### config.mk
export PLATFORM = sky130hd
export DESIGN_NAME = pool_out_collector
export DESIGN_NICKNAME = d
export VERILOG_FILES = /design/src/rtl/pool_pkg.sv /design/src/rtl/pool_out_fifo.sv /design/src/rtl/pool_out_collector.sv
export SDC_FILE = /design/constraint.sdc
export NUM_CORES = 1
export LEC_CHECK = 0
export ABC_CLOCK_PERIOD_IN_PS = 3230
export CORE_ASPECT_RATIO = 1.1
export CORE_MARGIN = 8
export CORE_UTILIZATION = 35
export CTS_BUF_LIST = sky130_fd_sc_hd__clkbuf_4 sky130_fd_sc_hd__clkbuf_8
export CTS_CLUSTER_DIAMETER = 50
export DETAILED_ROUTE_END_ITERATION = 8
export DONT_BUFFER_PORTS = 1
export SYNTH_ARGS = -nofsm -noshare
export SYNTH_HDL_FRONTEND = slang
export SYNTH_SLANG_ARGS = --single-unit
export TNS_END_PERCENT = 30
### constraint.sdc
create_clock -name clk -period 3.23 [get_ports clk]
set_input_delay 0.323 -clock clk [delete_from_list [all_inputs] [get_ports clk]]
set_output_delay 0.323 -clock clk [all_outputs]
set_load 0.05 [all_outputs]
### src/rtl/pool_pkg.sv
// Shared definitions for the pooling output stage.
// Holds default geometry/width values and the FIFO entry payload type.
package pool_pkg;

    localparam int unsigned POOL_DATA_W     = 16;
    localparam int unsigned POOL_M          = 6;
    localparam int unsigned POOL_P          = 2;
    localparam int unsigned POOL_FIFO_DEPTH = 4;

    // One buffered output word with its row/frame position tags.
    typedef struct packed {
        logic [POOL_DATA_W-1:0] data;
        logic                   last;
        logic                   frame;
    } pool_entry_t;

    // Index width that never collapses to zero bits.
    function automatic int unsigned clog2_min1(input int unsigned v);
        return (v <= 1) ? 1 : $clog2(v);
    endfunction

endpackage

### src/rtl/pool_out_fifo.sv
// Synchronous first-word-fall-through FIFO for pooled output words.
// Ports:
//   clk, rst         - rising-edge clock, synchronous active-high reset
//   push, push_data  - write request and entry (ignored when full unless popping)
//   pop              - consume head (ignored when empty)
//   head             - current head entry, valid whenever empty=0
//   full, empty      - occupancy flags
module pool_out_fifo
    import pool_pkg::*;
#(
    parameter int unsigned DEPTH = POOL_FIFO_DEPTH
) (
    input  logic        clk,
    input  logic        rst,
    input  logic        push,
    input  pool_entry_t push_data,
    input  logic        pop,
    output pool_entry_t head,
    output logic        full,
    output logic        empty
);

    localparam int unsigned AW = clog2_min1(DEPTH);
    localparam int unsigned CW = AW + 1;

    pool_entry_t   mem [DEPTH];
    logic [AW-1:0] wr_ptr;
    logic [AW-1:0] rd_ptr;
    logic [CW-1:0] count;

    logic do_pop;
    logic do_push;

    assign empty   = (count == CW'(0));
    assign full    = (count == CW'(DEPTH));
    assign do_pop  = pop && !empty;
    // A push into a full FIFO is allowed when the head leaves in the same cycle.
    assign do_push = push && (!full || do_pop);
    assign head    = mem[rd_ptr];

    // Pointer and occupancy tracking.
    always_ff @(posedge clk) begin
        if (rst) begin
            wr_ptr <= '0;
            rd_ptr <= '0;
            count  <= '0;
        end else begin
            if (do_push) begin
                wr_ptr <= (wr_ptr == AW'(DEPTH - 1)) ? '0 : wr_ptr + AW'(1);
            end
            if (do_pop) begin
                rd_ptr <= (rd_ptr == AW'(DEPTH - 1)) ? '0 : rd_ptr + AW'(1);
            end
            case ({do_push, do_pop})
                2'b10:   count <= count + CW'(1);
                2'b01:   count <= count - CW'(1);
                default: count <= count;
            endcase
        end
    end

    // Storage array; contents are don't-care until written.
    always_ff @(posedge clk) begin
        if (do_push && !rst) begin
            mem[wr_ptr] <= push_data;
        end
    end

endmodule

### src/rtl/pool_out_collector.sv
// Collects pooled values, tags row/frame boundaries and buffers them for a
// ready/valid downstream consumer.
// Optional feature: define POOL_OUT_RELU_EN to clamp negative values to zero.
// Ports:
//   clk, master_rst            - clock, synchronous active-high reset
//   op_en, pool_in, end_op     - upstream value strobe, value, frame end
//   out_ready                  - downstream accept
//   out_valid, out_data        - buffered word (data is 0 when not valid)
//   out_last, out_frame        - row-end / frame-end tags of out_data
//   overflow, short_frame      - sticky error flags
//   frame_cnt                  - frames fully delivered, wraps at 256
module pool_out_collector
    import pool_pkg::*;
#(
    parameter int unsigned DATA_W     = POOL_DATA_W,
    parameter int unsigned M          = POOL_M,
    parameter int unsigned P          = POOL_P,
    parameter int unsigned FIFO_DEPTH = POOL_FIFO_DEPTH
) (
    input  logic              clk,
    input  logic              master_rst,
    input  logic              op_en,
    input  logic [DATA_W-1:0] pool_in,
    input  logic              end_op,
    input  logic              out_ready,
    output logic              out_valid,
    output logic [DATA_W-1:0] out_data,
    output logic              out_last,
    output logic              out_frame,
    output logic              overflow,
    output logic              short_frame,
    output logic [7:0]        frame_cnt
);

    localparam int unsigned ROW_LEN = M / P;
    localparam int unsigned IDX_W   = clog2_min1(ROW_LEN);

    logic [IDX_W-1:0] col_idx;
    logic [IDX_W-1:0] row_idx;
    logic [IDX_W-1:0] col_nxt;
    logic [IDX_W-1:0] row_nxt;
    logic             short_set;

    pool_entry_t      wr_entry;
    pool_entry_t      head;
    logic             fifo_full;
    logic             fifo_empty;
    logic             pop;
    logic             push_ok;
    logic             tag_last;
    logic             tag_frame;
    logic [DATA_W-1:0] store_val;

    // Value conditioning before buffering.
`ifdef POOL_OUT_RELU_EN
    assign store_val = pool_in[DATA_W-1] ? '0 : pool_in;
`else
    assign store_val = pool_in;
`endif

    assign pop       = out_valid && out_ready;
    assign push_ok   = op_en && (!fifo_full || pop) && !master_rst;
    assign tag_last  = (col_idx == IDX_W'(ROW_LEN - 1));
    assign tag_frame = tag_last && (row_idx == IDX_W'(ROW_LEN - 1));

    assign wr_entry.data  = POOL_DATA_W'(store_val);
    assign wr_entry.last  = tag_last;
    assign wr_entry.frame = tag_frame;

    pool_out_fifo #(
        .DEPTH (FIFO_DEPTH)
    ) u_fifo (
        .clk       (clk),
        .rst       (master_rst),
        .push      (push_ok),
        .push_data (wr_entry),
        .pop       (pop),
        .head      (head),
        .full      (fifo_full),
        .empty     (fifo_empty)
    );

    // Head presentation; data/tags forced to zero while nothing is buffered.
    assign out_valid = !fifo_empty;
    assign out_data  = out_valid ? DATA_W'(head.data) : '0;
    assign out_last  = out_valid && head.last;
    assign out_frame = out_valid && head.frame;

    // Next position: advance on push, then abort a partial frame on end_op.
    always_comb begin
        col_nxt   = col_idx;
        row_nxt   = row_idx;
        short_set = 1'b0;
        if (push_ok) begin
            if (tag_last) begin
                col_nxt = '0;
                row_nxt = tag_frame ? '0 : row_idx + IDX_W'(1);
            end else begin
                col_nxt = col_idx + IDX_W'(1);
            end
        end
        if (end_op && ((col_nxt != '0) || (row_nxt != '0))) begin
            short_set = 1'b1;
            col_nxt   = '0;
            row_nxt   = '0;
        end
    end

    // Position, sticky flags and delivered-frame counter.
    always_ff @(posedge clk) begin
        if (master_rst) begin
            col_idx     <= '0;
            row_idx     <= '0;
            overflow    <= 1'b0;
            short_frame <= 1'b0;
            frame_cnt   <= '0;
        end else begin
            col_idx <= col_nxt;
            row_idx <= row_nxt;
            if (op_en && fifo_full && !pop) begin
                overflow <= 1'b1;
            end
            if (short_set) begin
                short_frame <= 1'b1;
            end
            if (pop && head.frame) begin
                frame_cnt <= frame_cnt + 8'(1);
            end
        end
    end

endmodule

### Word level (Yosys, flattened, before mapping)

Memories as Yosys holds them, arrays and structs flattened. A register that Yosys moved wholly into a read port is not among the register bits.
Index checks and enable logic that the tools add are counted.

| operators by class | value |
|---|---|
| $add $sub $neg | 7 |
| eq/ne operators | 7 |
| multiplexer cells | 14 |
| reduce and logical (&&, ||, !) cells | 25 |

Operators with widths:

| kind | count |
|---|---|
| $mux 2 | 9 |
| $mux 16 | 1 |
| $logic_and 1x1->1 | 13 |
| $eq 2x2->1 const B | 5 |
| $add 2x1->2 const B | 4 |
| $add 8x1->8 const B | 1 |
| $pmux 3 s2 | 1 |
| $reduce_bool 2->1 | 3 |
| $logic_not 1->1 | 4 |
| $add 3x1->3 const B | 1 |
| $eq 3x3->1 const B | 1 |
| $logic_not 3->1 | 1 |
| $logic_or 1x1->1 | 3 |
| $mux 1 | 3 |
| $sub 3x1->3 const B | 1 |
| $eq 2x1->1 const B | 1 |
| $reduce_or 2->1 | 1 |

| word-level totals | value |
|---|---|
| flip-flop bits (word level) | 21 |
| RAM bits | 72 |
| input port bits | 21 |
| output and inout port bits | 29 |
| logic and storage cells | 62 |
| memories kept | 1 |

Memories:

| memory | words | bits a word | rd ports | clocked after memory_dff | wr ports | RTL line | text |
|---|---|---|---|---|---|---|---|
| u_fifo.mem | 4 | 18 | 1 | 1 | 1 | pool_out_fifo.sv:26 | `pool_entry_t mem [DEPTH];` |

### Logic depth before layout (Yosys ltp)

Gate-level depths: netlist (run 1).

| depth | value |
|---|---|
| word-level depth | 11 |
| depth in mapped cells | 10 |
| gate-level depth less buffers | 10 |

### Cells and area by module

A second synthesis (run 1) with hierarchy kept.

| second synthesis, totals | value |
|---|---|
| cell total of the unflattened synthesis | 257 |
| area total of the unflattened synthesis | 4002.6 sq um |

Modules (own cells, without submodules):

| module | instances | cells an instance | area each (sq um) | seq. area each (sq um) |
|---|---|---|---|---|
| pool_out_fifo | 1 | 162 | 3193.1 | 2342.2 |
| pool_out_collector | 1 | 95 | 809.5 | 280.3 |

### Worst setup path after synthesis (run 1)

Ideal clock, no wire load.

| timing path | value |
|---|---|
| kind | register to register |
| start point | register u_fifo.count[0] |
| end point | register u_fifo.count[2] |
| setup time | 0.070 ns |
| arrival | 2.357 ns |
| required time | 3.160 ns |
| path slack | 0.803 ns |
| stages on the path, launching flop included | 11 |
| cell sequence | dfxtp_1 or4b_4 nand2_1 nor2_1 inv_1 ha_1 inv_1 fa_1 xor2_1 or3_1 a21oi_1 |

| between the ends | value |
|---|---|
| word-level cells in the longest chain between the ends | 9 |
| elaborated cells on any way between the ends | 17 |
| those cells by class | 2 x add/sub; 3 x eq/ne; 1 x mux; 11 x reduce/logical |

Ends and longest elaborated chain:

| what | RTL line | text |
|---|---|---|
| start, declared | pool_out_fifo.sv:29 | `logic [CW-1:0] count;` |
| start signal, assigned | pool_out_fifo.sv:55 | `2'b10: count <= count + CW'(1);` |
| start signal, assigned | pool_out_fifo.sv:56 | `2'b01: count <= count - CW'(1);` |
| start signal, assigned | pool_out_fifo.sv:57 | `default: count <= count;` |
| $logic_not 3->1 | pool_out_fifo.sv:34 | `assign empty = (count == CW'(0));` |
| $logic_not 1->1 | pool_out_fifo.sv:36, pool_out_collector.sv:84 |  |
| $logic_and 1x1->1 | pool_out_collector.sv:61 | `assign pop = out_valid && out_ready;` |
| $logic_or 1x1->1 | pool_out_collector.sv:62 | `assign push_ok = op_en && (!fifo_full \|\| pop) && !master_rst;` |
| $logic_and 1x1->1 (2 in a row) | pool_out_collector.sv:62 |  |
| $logic_and 1x1->1 | pool_out_fifo.sv:38 | `assign do_push = push && (!full \|\| do_pop);` |
| $eq 2x1->1 or $eq 2x2->1 (tied branches) | pool_out_fifo.sv:54 | `case ({do_push, do_pop})` |
| $pmux 3 s2 or $reduce_bool 2->1 (tied branches) | -- |  |

Parallel ways exist; a longest one is shown, timed or not.
A chain may end at the register's enable or synchronous reset.

### Worst setup path in the final report (run 1)

Ends and elaborated chain as after synthesis.

==> impl_results.md, run 1 <==
- CP max FO: 6
- Ys flop type: edfxtp_1
- Via count: 1958
- Maxcap violations: 0
- Clock transition at the registers of the reported paths: 0.09 ns
- Final-report setup violation count: 0
- Iteration-0 DRC Markers: 88
- CP Capture Type: register
- Commonest non-fill, non-tap cell in the layout: edfxtp_1
- Setup TNS: 0 ns
- Synthesized cell area: 3890 sq um
- Leakage: 1.40 nW
- Slowest stage cell, crit path: or4b_4
- Logic pwr share: 31.5%
- PwrDens: 738 nW/um^2
- Initial DRT Pass Iterations: 4
- Worst Hold Slack: 0.0220 ns
- Syn_nets: 272
- Crit path launch type: register
- Clk_lat worst skew: 0.36 ns
- CP top delay family: simple AND/OR/NAND/NOR gates
- Post-Route WL: 7050 um
- H-tree depth: 3
- Share of cells above drive strength 1: 14.4%
- Top Layer Used: met4
- Crit path buffers/inverters: 2
- RSZ-0062 raised after global routing: no
- Pin count of the biggest net entering global routing: 20
- Met1 WL: 2860 um
- Clock sink count: 95
- EDFF count, synth: 72
- GP Congestion: 0.770
- Fin. Hold Viols: 0
- Final Worst Setup Slack: 0.626 ns
- Vias in the first global route: 2084
- Critical path data required time: 3.52 ns
- Peak VDD IR: 0.000612 V
- DP Wirelength: 4590 um
- Reg power frac: 45.8%
- Power share of the clock group: 22.6%
- DR DRC count: 0
- Synthesis Warnings: 0
- Die W: 116 um
- Crit path arrival time: 2.90 ns
- Area after DPL: 4070 sq um
- Via/cell ratio: 4.85
- CTS tree: done
- R2R Setup Slk: 0.63 ns
- Die Area: 14700 sq um
- Nets: 281
- Slew Limit Fails: 0
- Register bit total from synthesis: 95
- Critical Path Most Common Cell: inv_1
- Worst-margin pin slew: 0.944 ns
- Global-route wire length before repair: 10900 um
- Routed Antenna Nets: 0
- Crit path largest cell delay: 0.58 ns
- Routed len/inst: 17.5 um
- Outcome: completed
- Post-CTS sizing: 0
- Commonest cells after routing, fill and taps aside: 72 x edfxtp_1, 24 x and2_1, 23 x dfxtp_1, 17 x nor2_1, 12 x mux4_2
- Internal: 0.00193 W
- GRT Total Usage: 9.98%
- Peak Freq: 0.384 GHz
- Net Sw Frac: 38.6%
- N_diodes: 0
- Synth unique cells: 38
- Final worst-path cycle share: 80.6%
- Sw power: 0.00121 W
- Total CTS buffers: 9
- # rows: 40
- Type of the worst setup path: register to register
- Hold Path Class: input pin to register
- Post-layout util: 39.2%
- Met3 WL: 646 um
- Core box area: 10900 sq um
- Root buf cell: clkbuf_8
- Die height: 127 um
- Slew margin rel.: 37.1%
- Final instance area: 4260 sq um
- FILL cells: 1023
- Metal2 WL: 3470 um
- Tmin final: 2.60 ns
- Syn_area_per_cell: 16.0 sq um
- Boundary Pins: 50
- Post-Synthesis Cells: 243
- Placement Setup Slack: 0.649 ns
- Initial antenna violation count: 0
- Worst-path cell chain: or4b_4 -> nand2_1 -> nor2_1 -> inv_1 -> ha_1 -> inv_1 -> fa_1 -> xor2_1 -> or3_1 -> a21oi_1
- Starting Density: 35.8%
- IO buf count: 0
- Fin Clk Skew: 0.0107 ns
- Gr ovfl total: 0
- Seq/Total Area, Yosys: 67.5%
- Area delta synth->final: 9.56%
- Max Root-Sink Buffers: 2
- Async SR Flop Fraction: 0%
## timing repair
action | 4_1_cts | 5_1_grt
hold endpoints to repair | 0 | 11
hold buffers | 0 | 1
buffers inserted | 0 | 0
## cell type report
| type | instances | area (sq um) | area share, % |
|---|---|---|---|
| Timing Repair Buffer | 7 | 55.1 | 1.29 |
| Tap cell | 147 | 184 | 4.32 |
| Sequential cell | 95 | 2620 | 61.6 |
| Multi-Input combinational cell | 130 | 1190 | 27.8 |
| Inverter | 9 | 33.8 | 0.793 |
| Clock buffer | 9 | 124 | 2.91 |
| Clock inverter | 7 | 53.8 | 1.26 |
## per-layer routing
| layer | GRT usage, % | up-vias |
|---|---|---|
| li1 | - | 933 |
| met1 | 11.1 | 970 |
| met2 | 16.2 | 50 |
| met3 | 5.03 | 5 |
| met4 | 3.21 | 0 |
| met5 | 0 | - |
## power groups by stage
stage | Combinational (W) | Clock [W] | Sequential [W]
floorplan | 0.000874 | 0 | 0.00146
global placement | 0.000993 | 0 | 0.00147
detailed placement | 0.00101 | 0 | 0.00147
CTS | 0.00101 | 0.000738 | 0.00144
global route | 0.00106 | 0.000793 | 0.00145
finish | 0.000990 | 0.000712 | 0.00144
## synth_stat cells, types with 3 or more instances
library cell	n	area share, %
edfxtp_1	72	56
xor2_1	8	1.8
nand2_1	7	0.68
mux4_2	12	7.0
mux2i_1	3	0.77
dfxtp_1	23	12
nand3_1	4	0.51
a21oi_1	10	1.3
mux4_1	6	4.1
clkbuf_1	5	0.48
ha_1	7	2.3
nor2_1	17	1.6
o21ai_0	3	0.39
and2_1	24	3.9
or3_1	4	0.64
nand4_1	3	0.48
inv_1	9	0.87
## stage by stage
| step | instances | power [W] |
|---|---|---|
| after floorplan | 243 | 0.00233 |
| after global placement | 387 | 0.00246 |
| after detailed placement | 387 | 0.00248 |
| after CTS | 403 | 0.00319 |
| after global routing | 404 | 0.00330 |
| final | 404 | 0.00314 |
## worst paths after layout
kind / startpoint / end / cells after the start
setup / recovery: u_fifo.count[0] / u_fifo.count[2] / 10
hold / removal: master_rst / u_fifo.count[2] / 1
setup reg to reg: u_fifo.count[0] / u_fifo.count[2] / 10
hold reg to reg: u_fifo.wr_ptr[0] / u_fifo.wr_ptr[0] / 2
## cell families after synthesis
| kind of cell | after synthesis | share of synthesized area, % |
|---|---|---|
| multiplexers | 21 | 11.8 |
| flip-flops | 95 | 67.5 |
| adder cells (fa/ha/maj) | 8 | 2.77 |
| AND/OR/NAND/NOR | 73 | 11.1 |
| buffers and inverters | 18 | 2.03 |
| XOR/XNOR | 8 | 1.80 |
| AO/OA/AOI/OAI | 20 | 3.09 |
## sequential cells by signal (all words and copies together), names as in the netlist, named ones only
register       cells
col_idx            2
u_fifo.wr_ptr      2
u_fifo.count       3
u_fifo.mem        72
frame_cnt          8
overflow           1
row_idx            2
u_fifo.rd_ptr      2
short_frame        1
No activity file was read; power rests on OpenSTA's default activity.
==> inputs of run 2 (changes only) <==
--- a/config.mk
+++ b/config.mk
@@ -5,7 +5,7 @@
 export SDC_FILE = /design/constraint.sdc
 export NUM_CORES = 1
 export LEC_CHECK = 0
-export ABC_CLOCK_PERIOD_IN_PS = 3230
+export ABC_CLOCK_PERIOD_IN_PS = 2450
 export CORE_ASPECT_RATIO = 1.1
 export CORE_MARGIN = 8
 export CORE_UTILIZATION = 35
==> constraint.sdc (replaced) <==
create_clock -name clk -period 2.45 [get_ports clk]
set_input_delay 0.245 -clock clk [delete_from_list [all_inputs] [get_ports clk]]
set_output_delay 0.245 -clock clk [all_outputs]
set_load 0.05 [all_outputs]
==> run 2 against run 1 <==
Against the previous run: register-to-register slack worse by 0.53 ns; flip-flop and latch count stayed put; final cell count is 5.4% higher; first-iteration DRC count is 53% higher; routed wire length is 0.75% higher; combinational power is 45% higher; hold slack better by 0.012 ns; cell area is 6.5% higher; worst setup slack worse by 0.53 ns; highest routed layer unchanged.
==> impl_results.md, run 2 (same netlist as run 1, synthesis figures left out) <==
- Outcome: completed
- FILL cells: 1016 (-0.68%)
- Reg-to-Reg Start: u_fifo.count[0]
- Crit path arrival time: 2.64 ns (-0.26 ns)
- Reg power frac: 42.0% (-3.8 points)
- Sw power: 0.00160 W (+32%)
- Initial antenna violation count: 0 (unchanged)
- Global-route wire length before repair: 11200 um (+2.5%)
- Commonest cells after routing, fill and taps aside: 72 x edfxtp_1, 24 x and2_1, 23 x dfxtp_1, 17 x nor2_1, 17 x dlygate4sd3_1
- Commonest non-fill, non-tap cell in the layout: edfxtp_1
- Peak VDD IR: 0.000410 V (-33%)
- Post-CTS Setup Inserts: 0 (unchanged)
- Total power: 0.00444 W (+41%)
- R2R Setup Slk: 0.09 ns (-0.53 ns)
- Regs by FF count: u_fifo.mem x72, frame_cnt x8, u_fifo.count x3
- PwrDens: 978 nW/um^2 (+33%)
- Die Area: 14700 sq um (unchanged)
- Iteration-0 DRC Markers: 135 (+53%)
- Crit path launch type: register
- Tmin final: 2.36 ns (-0.247 ns)
- Die W: 116 um (unchanged)
- Worst-path cell chain: or4b_4 -> nand2_2 -> nor2_1 -> inv_1 -> ha_4 -> inv_1 -> fa_1 -> xor2_1 -> or3_1 -> a21oi_1
- Core box area: 10900 sq um (unchanged)
- Logic pwr share: 32.5% (+1.0 points)
- Clock sink count: 95 (unchanged)
- Leakage: 1.52 nW (+9.1%)
- Clock transition at the registers of the reported paths: 0.09 ns (about the same)
- Hold Path Class: input pin to register
- Power share of the clock group: 25.5% (+2.9 points)
- Fin. Hold Viols: 0 (unchanged)
- Crit path largest cell delay: 0.56 ns (-0.02 ns)
- Fin cells: 426 (+5.4%)
- Critical path data required time: 2.73 ns (-0.79 ns)
- CTS tree: done
- Worst Reg-to-Reg Cells: 10 (unchanged)
- Critical Path Most Common Cell: inv_1
- Die height: 127 um (unchanged)
- Share of cells above drive strength 1: 16.5% (+2.1 points)
- CP Capture Type: register
- Max FFs per register: 72 (unchanged)
- Final-report setup violation count: 0 (unchanged)
- Final instance area: 4540 sq um (+6.5%)
- DR DRC count: 0 (unchanged)
- GP Congestion: 0.702 (-8.9%)
- Via/cell ratio: 4.83 (-0.37%)
- Initial DRT Pass Iterations: 4 (unchanged)
- Slew Limit Fails: 0 (unchanged)
- Worst-margin pin slew: 0.975 ns (+0.0309 ns)
- CP max FO: 5 (-1)
- Peak Freq: 0.424 GHz (+10%)
- Slowest stage cell, crit path: or4b_4
- Type of the worst setup path: register to register
- Post-layout util: 41.8% (+2.6 points)
- Nets: 303 (+7.8%)
- Starting Density: 35.8% (unchanged)
- N_diodes: 0 (unchanged)
- Clk_lat worst skew: 0.35 ns (about the same)
- Total CTS buffers: 9 (unchanged)
- Root buf cell: clkbuf_8
- DP Wirelength: 4470 um (-2.5%)
- Most flops, register: u_fifo.mem
- Placed Cells incl. Taps: 393 (+1.6%)
- Fin Clk Skew: 0.00738 ns (-0.00330 ns)
- # rows: 40 (unchanged)
- Routed len/inst: 16.7 um (-4.5%)
- IO buf count: 0 (unchanged)
- Setup TNS: 0 ns (unchanged)
- GRT Total Usage: 10.0% (+0.064 points)
- Internal: 0.00284 W (+47%)
- Final worst-path cycle share: 96.2% (+16 points)
- Gr ovfl total: 0 (unchanged)
- Max Root-Sink Buffers: 2 (unchanged)
- Post-Route WL: 7110 um (+0.75%)
- Net Sw Frac: 36.1% (-2.6 points)
- Critical Path Start: u_fifo.count[0]
- Via count: 2057 (+5.1%)
- Area delta synth->final: 16.7%
- Maxcap violations: 0 (unchanged)
- Boundary Pins: 50 (unchanged)
- Pin count of the biggest net entering global routing: 20 (unchanged)
- Area after DPL: 4130 sq um (+1.4%)
- RSZ-0062 raised after global routing: no
- H-tree depth: 3 (unchanged)
- Slew margin rel.: 35.0% (-2.1 points)
- Worst Setup EP: u_fifo.count[2]
- Vias in the first global route: 2152 (+3.3%)
- Reg-to-reg endpoint: u_fifo.count[2]
- Routed Antenna Nets: 0 (unchanged)
-- run 2: area by class of cell --
type	count	area, sq um	share of cell area [%]
inverters	9	33.8	0.745
well taps	147	184	4.05
clock buffers	10	131	2.90
multi-input cells	130	1200	26.5
flip-flops and latches	95	2620	57.8
repair buffers	29	273	6.01
clock inverters	6	91.3	2.01
-- run 2: power by group through the flow --
stage | clock, W | combinational [W] | sequential (W)
after floorplan | 0 | 0.00115 | 0.00192
after global routing | 0.00123 | 0.00154 | 0.00187
after CTS | 0.00117 | 0.00146 | 0.00186
after global placement | 0 | 0.00141 | 0.00190
final | 0.00113 | 0.00144 | 0.00186
after detailed placement | 0 | 0.00142 | 0.00190
-- run 2: worst min-delay path by stage --
stage / startpoint / endpoint / slack (ns) / depth (start not counted)
after CTS: op_en / overflow / 0.02 / 2
final: op_en / overflow / 0.03 / 2
after global placement: master_rst / frame_cnt[1] / 0.32 / 1
after global routing: op_en / overflow / 0.03 / 2
after floorplan: pool_in[8] / u_fifo.mem[0][10] / 0.34 / 0
after detailed placement: master_rst / u_fifo.wr_ptr[0] / 0.32 / 1
-- run 2: per-layer routing --
metal	part of all wire, %	track usage, %	wire (um)	up-vias
li1	-	-	-	976
met1	42	11.6	2970	1027
met2	50	16.7	3560	46
met3	7.1	4.13	507	8
met4	0.96	2.75	68	0
met5	0	0	0	-
-- run 2: through the flow --
stage | setup WS [ns] | hold WS [ns]
after floorplan | 0.0230 | 0.344
after global placement | 0.118 | 0.317
after detailed placement | 0.0576 | 0.320
after CTS | 0.0273 | 0.0162
after global routing | 0.00161 | 0.0262
final | 0.0937 | 0.0340
-- run 2: worst max-delay path, delay by kind of cell (launching register included) --
family,cells,cell delay (ns)
XOR/XNOR,1,0.15
AND/OR/NAND/NOR,4,1.04
flip-flops,1,0.32
buffers and inverters,2,0.15
adder cells (fa/ha/maj),2,0.50
AO/OA/AOI/OAI,1,0.13
-- run 2: what timing repair did --
action | 4_1_cts | 5_1_grt
hold endpoints to repair | 83 | 0
hold buffers | 17 | 0
gates resized for setup | 0 | 3
setup endpoints to repair | 0 | 1
==> RTL change 1 (flow settings as in run 1) <==
Compare `row_idx` against `IDX_W'(ROW_LEN - 1)` with >= in place of ==.
--- a/src/rtl/pool_out_collector.sv
+++ b/src/rtl/pool_out_collector.sv
@@ -63,3 +63,3 @@
     assign tag_last  = (col_idx == IDX_W'(ROW_LEN - 1));
-    assign tag_frame = tag_last && (row_idx == IDX_W'(ROW_LEN - 1));
+    assign tag_frame = tag_last && (row_idx >= IDX_W'(ROW_LEN - 1));
 
Check against the original RTL: same outputs for any inputs over 4 cycles, from zero or initial values and one cycle with master_rst high; that may be too few to reach the edited logic, so the function may still have changed.
==> RTL change 1 against run 1 <==
Total power up 4.6%. Synthesized area is 0.90% higher. Highest routed layer unchanged. Largest cell class unchanged. Synthesized cell count grew 0.82%. Sequential share of layout area is 0.84 points lower. Setup slack improved by 0.17 ns. Worst hold slack better by 0.0071 ns. Critical path type is now reg2out. Routed wire length increased by 2.2%. Final area increased by 1.4%. Sequential cell count unchanged.
==> RTL change 1: results (changes against run 1) <==
The switching share of total power works out to 36.0% (-2.6 points). Clock tree skew after final layout: 0.00898 ns (-0.00170 ns). The number of cells on the worst reg-to-reg path came out at 9 (-1). The internal reg-to-reg setup slack was 0.82 ns (+0.19 ns).

The logs give 0 (unchanged) for the number of instances resized during post-cts repair and 0.35 ns for the source-to-sink clock delay at the later pin of the worst-skew pair. Critical path data arrival time: 2.12 ns (-0.78 ns). The mux contribution to synthesized area came out at 11.4% (-0.42 points). The worst register-to-register path ends at u_fifo.count[2]. The detail-routed net length per standard cell was 17.8 µm (+2.2%). The count of input and output buffers came out at 0 (unchanged). The pin count of the biggest net entering global routing was 23 (+15%); the number of global-route vias before repair was 2066 (-0.86%).

Ranked by total cell area, the synthesized netlist is headed by sky130_fd_sc_hd__edfxtp_1 (55%), sky130_fd_sc_hd__dfxtp_1 (12%), sky130_fd_sc_hd__mux4_2 (10%), sky130_fd_sc_hd__and2_1 (3.8%), sky130_fd_sc_hd__ha_1 (2.6%). The startpoint identified for the worst register-to-register timing path is u_fifo.count[0]. The run finished with clean final reports.

The worst ir drop on vdd is 0.388 mV (-37%). The worst hold path begins at master_rst. The biggest fanout along the worst timing path was 10 (+4); the number of iterations in the first detailed-routing pass was 4 (unchanged). The fraction of layout cells with a size suffix above 1 is 17.5% (+3.1 points), and the initial antenna violation count is 0 (unchanged).

The area share of xor/xnor cells in the synthesized design was 2.01% (+0.21 points); the number of synthesized flops with an enable pin was 72 (unchanged). The tree is rooted in a sky130_fd_sc_hd__clkbuf_8. The count of distinct cell types in the synthesized netlist is 41 (+7.9%), and the pin slew with the least headroom to its limit is 1.03 ns (+0.0884 ns). The warning count from the yosys run is 0 (unchanged), and the largest stage delay on the critical path is 0.63 ns (+0.05 ns). The tools report the leakage dissipation as 1.40 nW (+0.21%). On the critical path, the stage with the largest delay is an instance of sky130_fd_sc_hd__dfxtp_1.

The min-delay analysis places its worst path in the category in2reg. The detailed-placement wirelength estimate came out at 4540 µm (-1.0%). The worst hold path terminates at col_idx[0].

The worst hold slack across all endpoints came out at 0.0292 ns (+0.00714 ns). The commonest cells after synthesis are sky130_fd_sc_hd__edfxtp_1 (72), sky130_fd_sc_hd__and2_1 (24), sky130_fd_sc_hd__dfxtp_1 (23), sky130_fd_sc_hd__mux4_2 (18), sky130_fd_sc_hd__nor2_1 (18). Grouping stages by cell kind, the critical path spends the most delay in flip-flops. The logs give 1037 (+1.4%) for the number of fillers in the final layout and 0.770 (about the same) for the final weighted congestion in routability-driven placement.

The tools report the number of nets at the end of the flow as 282 (+0.36%). The register with the most flip-flops in the final layout is u_fifo.mem. The tools report the overall via count from detail_route as 1973 (+0.77%).

The area share of the largest cell type after synthesis is 55.1% (-0.50 points). The overall routing resource usage is 10.3% (+0.32 points). The fraction of the mapped netlist area in compound gates is 2.58% (-0.51 points). The wire length of the first global-routing pass was 11200 µm (+2.8%); the sequential share of the synthesized area was 66.9% (-0.60 points).

The adder-cell share of the synthesized area works out to 3.06% (+0.29 points). The violation count after the first detailed-route iteration is 73 (-17%).
-- RTL change 1: changes by cell type after synthesis, moves of 2 or more --
cell                       before  now
sky130_fd_sc_hd__nor2b_1        2    0
sky130_fd_sc_hd__or3_1          4    2
sky130_fd_sc_hd__mux4_2        12   18
sky130_fd_sc_hd__mux4_1         6    0
sky130_fd_sc_hd__nand2b_1       0    2
sky130_fd_sc_hd__a21boi_0       2    0
sky130_fd_sc_hd__o21ai_0        3    1
sky130_fd_sc_hd__a21oi_1       10    7
-- RTL change 1: power by group through the flow --
stage	logic [W]	registers [W]	clock network, W
CTS	0.00104	0.00146	0.000858
detailed placement	0.00103	0.00149	0
global route	0.00108	0.00147	0.000899
global placement	0.00102	0.00148	0
floorplan	0.000893	0.00147	0
finish	0.00101	0.00146	0.000823
-- RTL change 1: cell type report --
class / count / area share, %
clock buffers: 11 / 3.22
multi-input cells: 132 / 28.3
inverters: 9 / 0.782
well taps: 147 / 4.26
repair buffers: 5 / 0.985
flip-flops and latches: 95 / 60.7
clock inverters: 5 / 1.68
-- RTL change 1: worst max-delay path by stage --
stage          cells past startpoint               to            start  slack (ns)
6_report                           3        out_frame             flop        0.79
4_1_cts                            3        out_frame             flop        0.71
5_1_grt                            9  u_fifo.count[2]  u_fifo.count[0]        0.58
3_5_place_dp                       9  u_fifo.count[2]  u_fifo.count[0]        0.86
3_3_place_gp                       9  u_fifo.count[2]  u_fifo.count[0]        0.93
2_1_floorplan                      9  u_fifo.count[2]  u_fifo.count[0]        1.03
-- RTL change 1: through the flow --
step	utilization, %	instances	setup slack [ns]	cell area [µm²]
floorplan	-	245	1.03	3920
global placement	37.5	386	0.926	4090
detailed placement	37.5	386	0.857	4090
CTS	39.5	403	0.712	4310
global route	39.6	404	0.576	4320
finish	39.6	404	0.792	4320
-- RTL change 1: what timing repair did --
item / CTS / global route
setup endpoints to repair: 0 / 0
hold buffers: 1 / 1
endpoints found under the hold margin: 2 / 1
-- RTL change 1: worst register-to-register path: stages (launching register included) --
cell and delay [ns]:
sky130_fd_sc_hd__dfxtp_1 0.39, sky130_fd_sc_hd__nor4b_4 0.43, sky130_fd_sc_hd__nor2_1 0.16, sky130_fd_sc_hd__inv_1 0.08, sky130_fd_sc_hd__ha_1 0.18, sky130_fd_sc_hd__inv_1 0.07
sky130_fd_sc_hd__fa_1 0.44, sky130_fd_sc_hd__xor2_1 0.16, sky130_fd_sc_hd__or3_1 0.30, sky130_fd_sc_hd__a21oi_1 0.14
-- RTL change 1: routing by layer --
| metal | GRT usage [%] | vias up | share of wire (%) |
|---|---|---|---|
| met2 | 16.4 | 50 | 48 |
| met5 | 0 | - | 0 |
| met3 | 4.62 | 11 | 8.4 |
| met4 | 4.75 | 0 | 1.8 |
| met1 | 11.5 | 971 | 41 |
| li1 | - | 941 | - |
==> RTL change 2 (flow settings as in run 1) <==
Made on the original files. `POOL_P`: 2 -> 1.
--- a/src/rtl/pool_pkg.sv
+++ b/src/rtl/pool_pkg.sv
@@ -6,3 +6,3 @@
     localparam int unsigned POOL_M          = 6;
-    localparam int unsigned POOL_P          = 2;
+    localparam int unsigned POOL_P          = 1;
     localparam int unsigned POOL_FIFO_DEPTH = 4;
Behaviour: not the same (a bounded check fails within 4 cycles, from zero or initial values and one cycle with master_rst high).
==> RTL change 2 against run 1 <==
Setup slack better by 0.036 ns. Final area is 4.4% higher. Total power is 2.2% higher. Register-to-register slack better by 0.17 ns. Routed wire length is 8.8% higher. Maximum frequency is 1.4% higher. Largest cell class unchanged. Worst hold slack better by 0.0086 ns. Global-route usage is 0.45 points higher. Via count is 11% higher. Synthesized area is 5.4% higher. Sequential power is 4% higher. Sequential cell count is 2 higher.
==> RTL change 2: results (changes against run 1) <==
Top cell family by delay on the critical path: flip-flops. The biggest fanout along the worst timing path is 9 (+3). Ranked by instance count, the synthesized netlist is headed by sky130_fd_sc_hd__edfxtp_1 (72), sky130_fd_sc_hd__dfxtp_1 (25), sky130_fd_sc_hd__and2_1 (20), sky130_fd_sc_hd__mux4_2 (18), sky130_fd_sc_hd__nor2_1 (15). The adder-cell share of the synthesized area is 3.24% (+0.47 points), and the worst max-slew margin expressed relative to the limit is 46.9% (+9.8 points). The tools report the wire length of the first global-routing pass as 12500 µm (+14%). The run finished with clean final reports.

For the overall via count from detail_route, the log shows 2183 (+11%). Fraction of the mapped netlist area in compound gates: 4.49% (+1.4 points). The logs give 45 (+18%) for the count of distinct cell types in the synthesized netlist and 0.00517 ns (-0.00551 ns) for the clock tree skew after final layout. The tools report the overall routing resource usage as 10.4% (+0.45 points). The mux contribution to synthesized area works out to 10.9% (-0.91 points). The core region area came out at 0.0114 mm² (+5.3%). The largest stage delay on the critical path was 0.72 ns (+0.14 ns); the pre-CTS setup slack was 0.804 ns (+0.155 ns). The final weighted congestion in routability-driven placement was 0.740 (-3.9%).

Fraction of layout cells with a size suffix above 1: 17.8% (+3.4 points). The library cell contributing the largest single delay on the critical path was sky130_fd_sc_hd__dfxtp_1. Yosys attributes the largest share of cell area to sky130_fd_sc_hd__edfxtp_1 (53%), sky130_fd_sc_hd__dfxtp_1 (12%), sky130_fd_sc_hd__mux4_2 (9.9%), sky130_fd_sc_hd__and2_1 (3.1%), sky130_fd_sc_hd__ha_1 (2.7%).

The number of global-route vias before repair is 2332 (+12%). The sequential share of the synthesized area was 65.0% (-2.5 points); the detailed-placement wirelength estimate was 5080 µm (+11%). The pin count of the biggest net entering global routing came out at 26 (+30%). For the number of fillers in the final layout, the log shows 1082 (+5.8%). The sum of routed wire length over all layers is 7680 µm (+8.8%). The tools report the synthesized netlist net count as 298 (+9.6%). The run gives 0.00425 mm² (+4.3%) as the placed instance area.
-- RTL change 2: cell types whose count changed after synthesis, moves of 3 or more --
cell	run 1	this run
sky130_fd_sc_hd__a311oi_1	1	4
sky130_fd_sc_hd__and2_1	24	20
sky130_fd_sc_hd__and3_2	0	4
sky130_fd_sc_hd__mux4_1	6	0
sky130_fd_sc_hd__mux4_2	12	18
sky130_fd_sc_hd__nor3_1	0	5
sky130_fd_sc_hd__nor4b_1	0	3
-- RTL change 2: repair_timing --
item,4_1_cts,5_1_grt
gates resized for setup,0,0
hold buffers,0,1
setup endpoints to repair,0,0
endpoints found under the hold margin,0,1
-- RTL change 2: cells by family after synthesis --
kind of cell / count (synthesis)
mux: 22
flops: 97
fa+ha+maj: 10
buf+inv: 22
compound gates: 27
xor+xnor: 9
simple gates: 80
-- RTL change 2: cell type report --
type	instances	area, µm²	share of cell area, %
Sequential cell	97	2660	59.9
Timing Repair Buffer	4	32.5	0.732
Tap cell	150	188	4.22
Multi-Input combinational cell	148	1330	30.0
Clock buffer	9	124	2.79
Inverter	11	41.3	0.929
Clock inverter	7	65.1	1.46
-- RTL change 2: through the flow --
| stage | power [W] | util, % | hold WS [ns] | instances |
|---|---|---|---|---|
| after floorplan | 0.00238 | - | 0.399 | 267 |
| after global placement | 0.00250 | 37.1 | 0.397 | 409 |
| after detailed placement | 0.00252 | 37.1 | 0.398 | 409 |
| after CTS | 0.00327 | 38.8 | 0.00868 | 425 |
| after global routing | 0.00336 | 38.9 | 0.00354 | 426 |
| final | 0.00321 | 38.9 | 0.0306 | 426 |
-- RTL change 2: per-layer routing --
metal / part of all wire (%) / global-route usage [%] / vias up
li1: - / - / 1025
met1: 42 / 11.4 / 1101
met2: 49 / 18.2 / 51
met3: 7.3 / 4.26 / 6
met4: 1.1 / 3.13 / 0
met5: 0 / 0 / -
-- RTL change 2: final timing paths --
kind | slack, ns | end | cells past startpoint
setup reg to reg | 0.80 | u_fifo.count[2] | 9
setup / recovery | 0.66 | out_data[6] | 3
hold reg to reg | 0.49 | u_fifo.wr_ptr[1] | 2
hold / removal | 0.03 | u_fifo.wr_ptr[1] | 1
-- RTL change 2: power by group --
group          switching [W]  total [W]  internal, W
clock               0.000441   0.000738     0.000296
sequential         0.0000928    0.00150      0.00140
combinational       0.000714   0.000980     0.000266
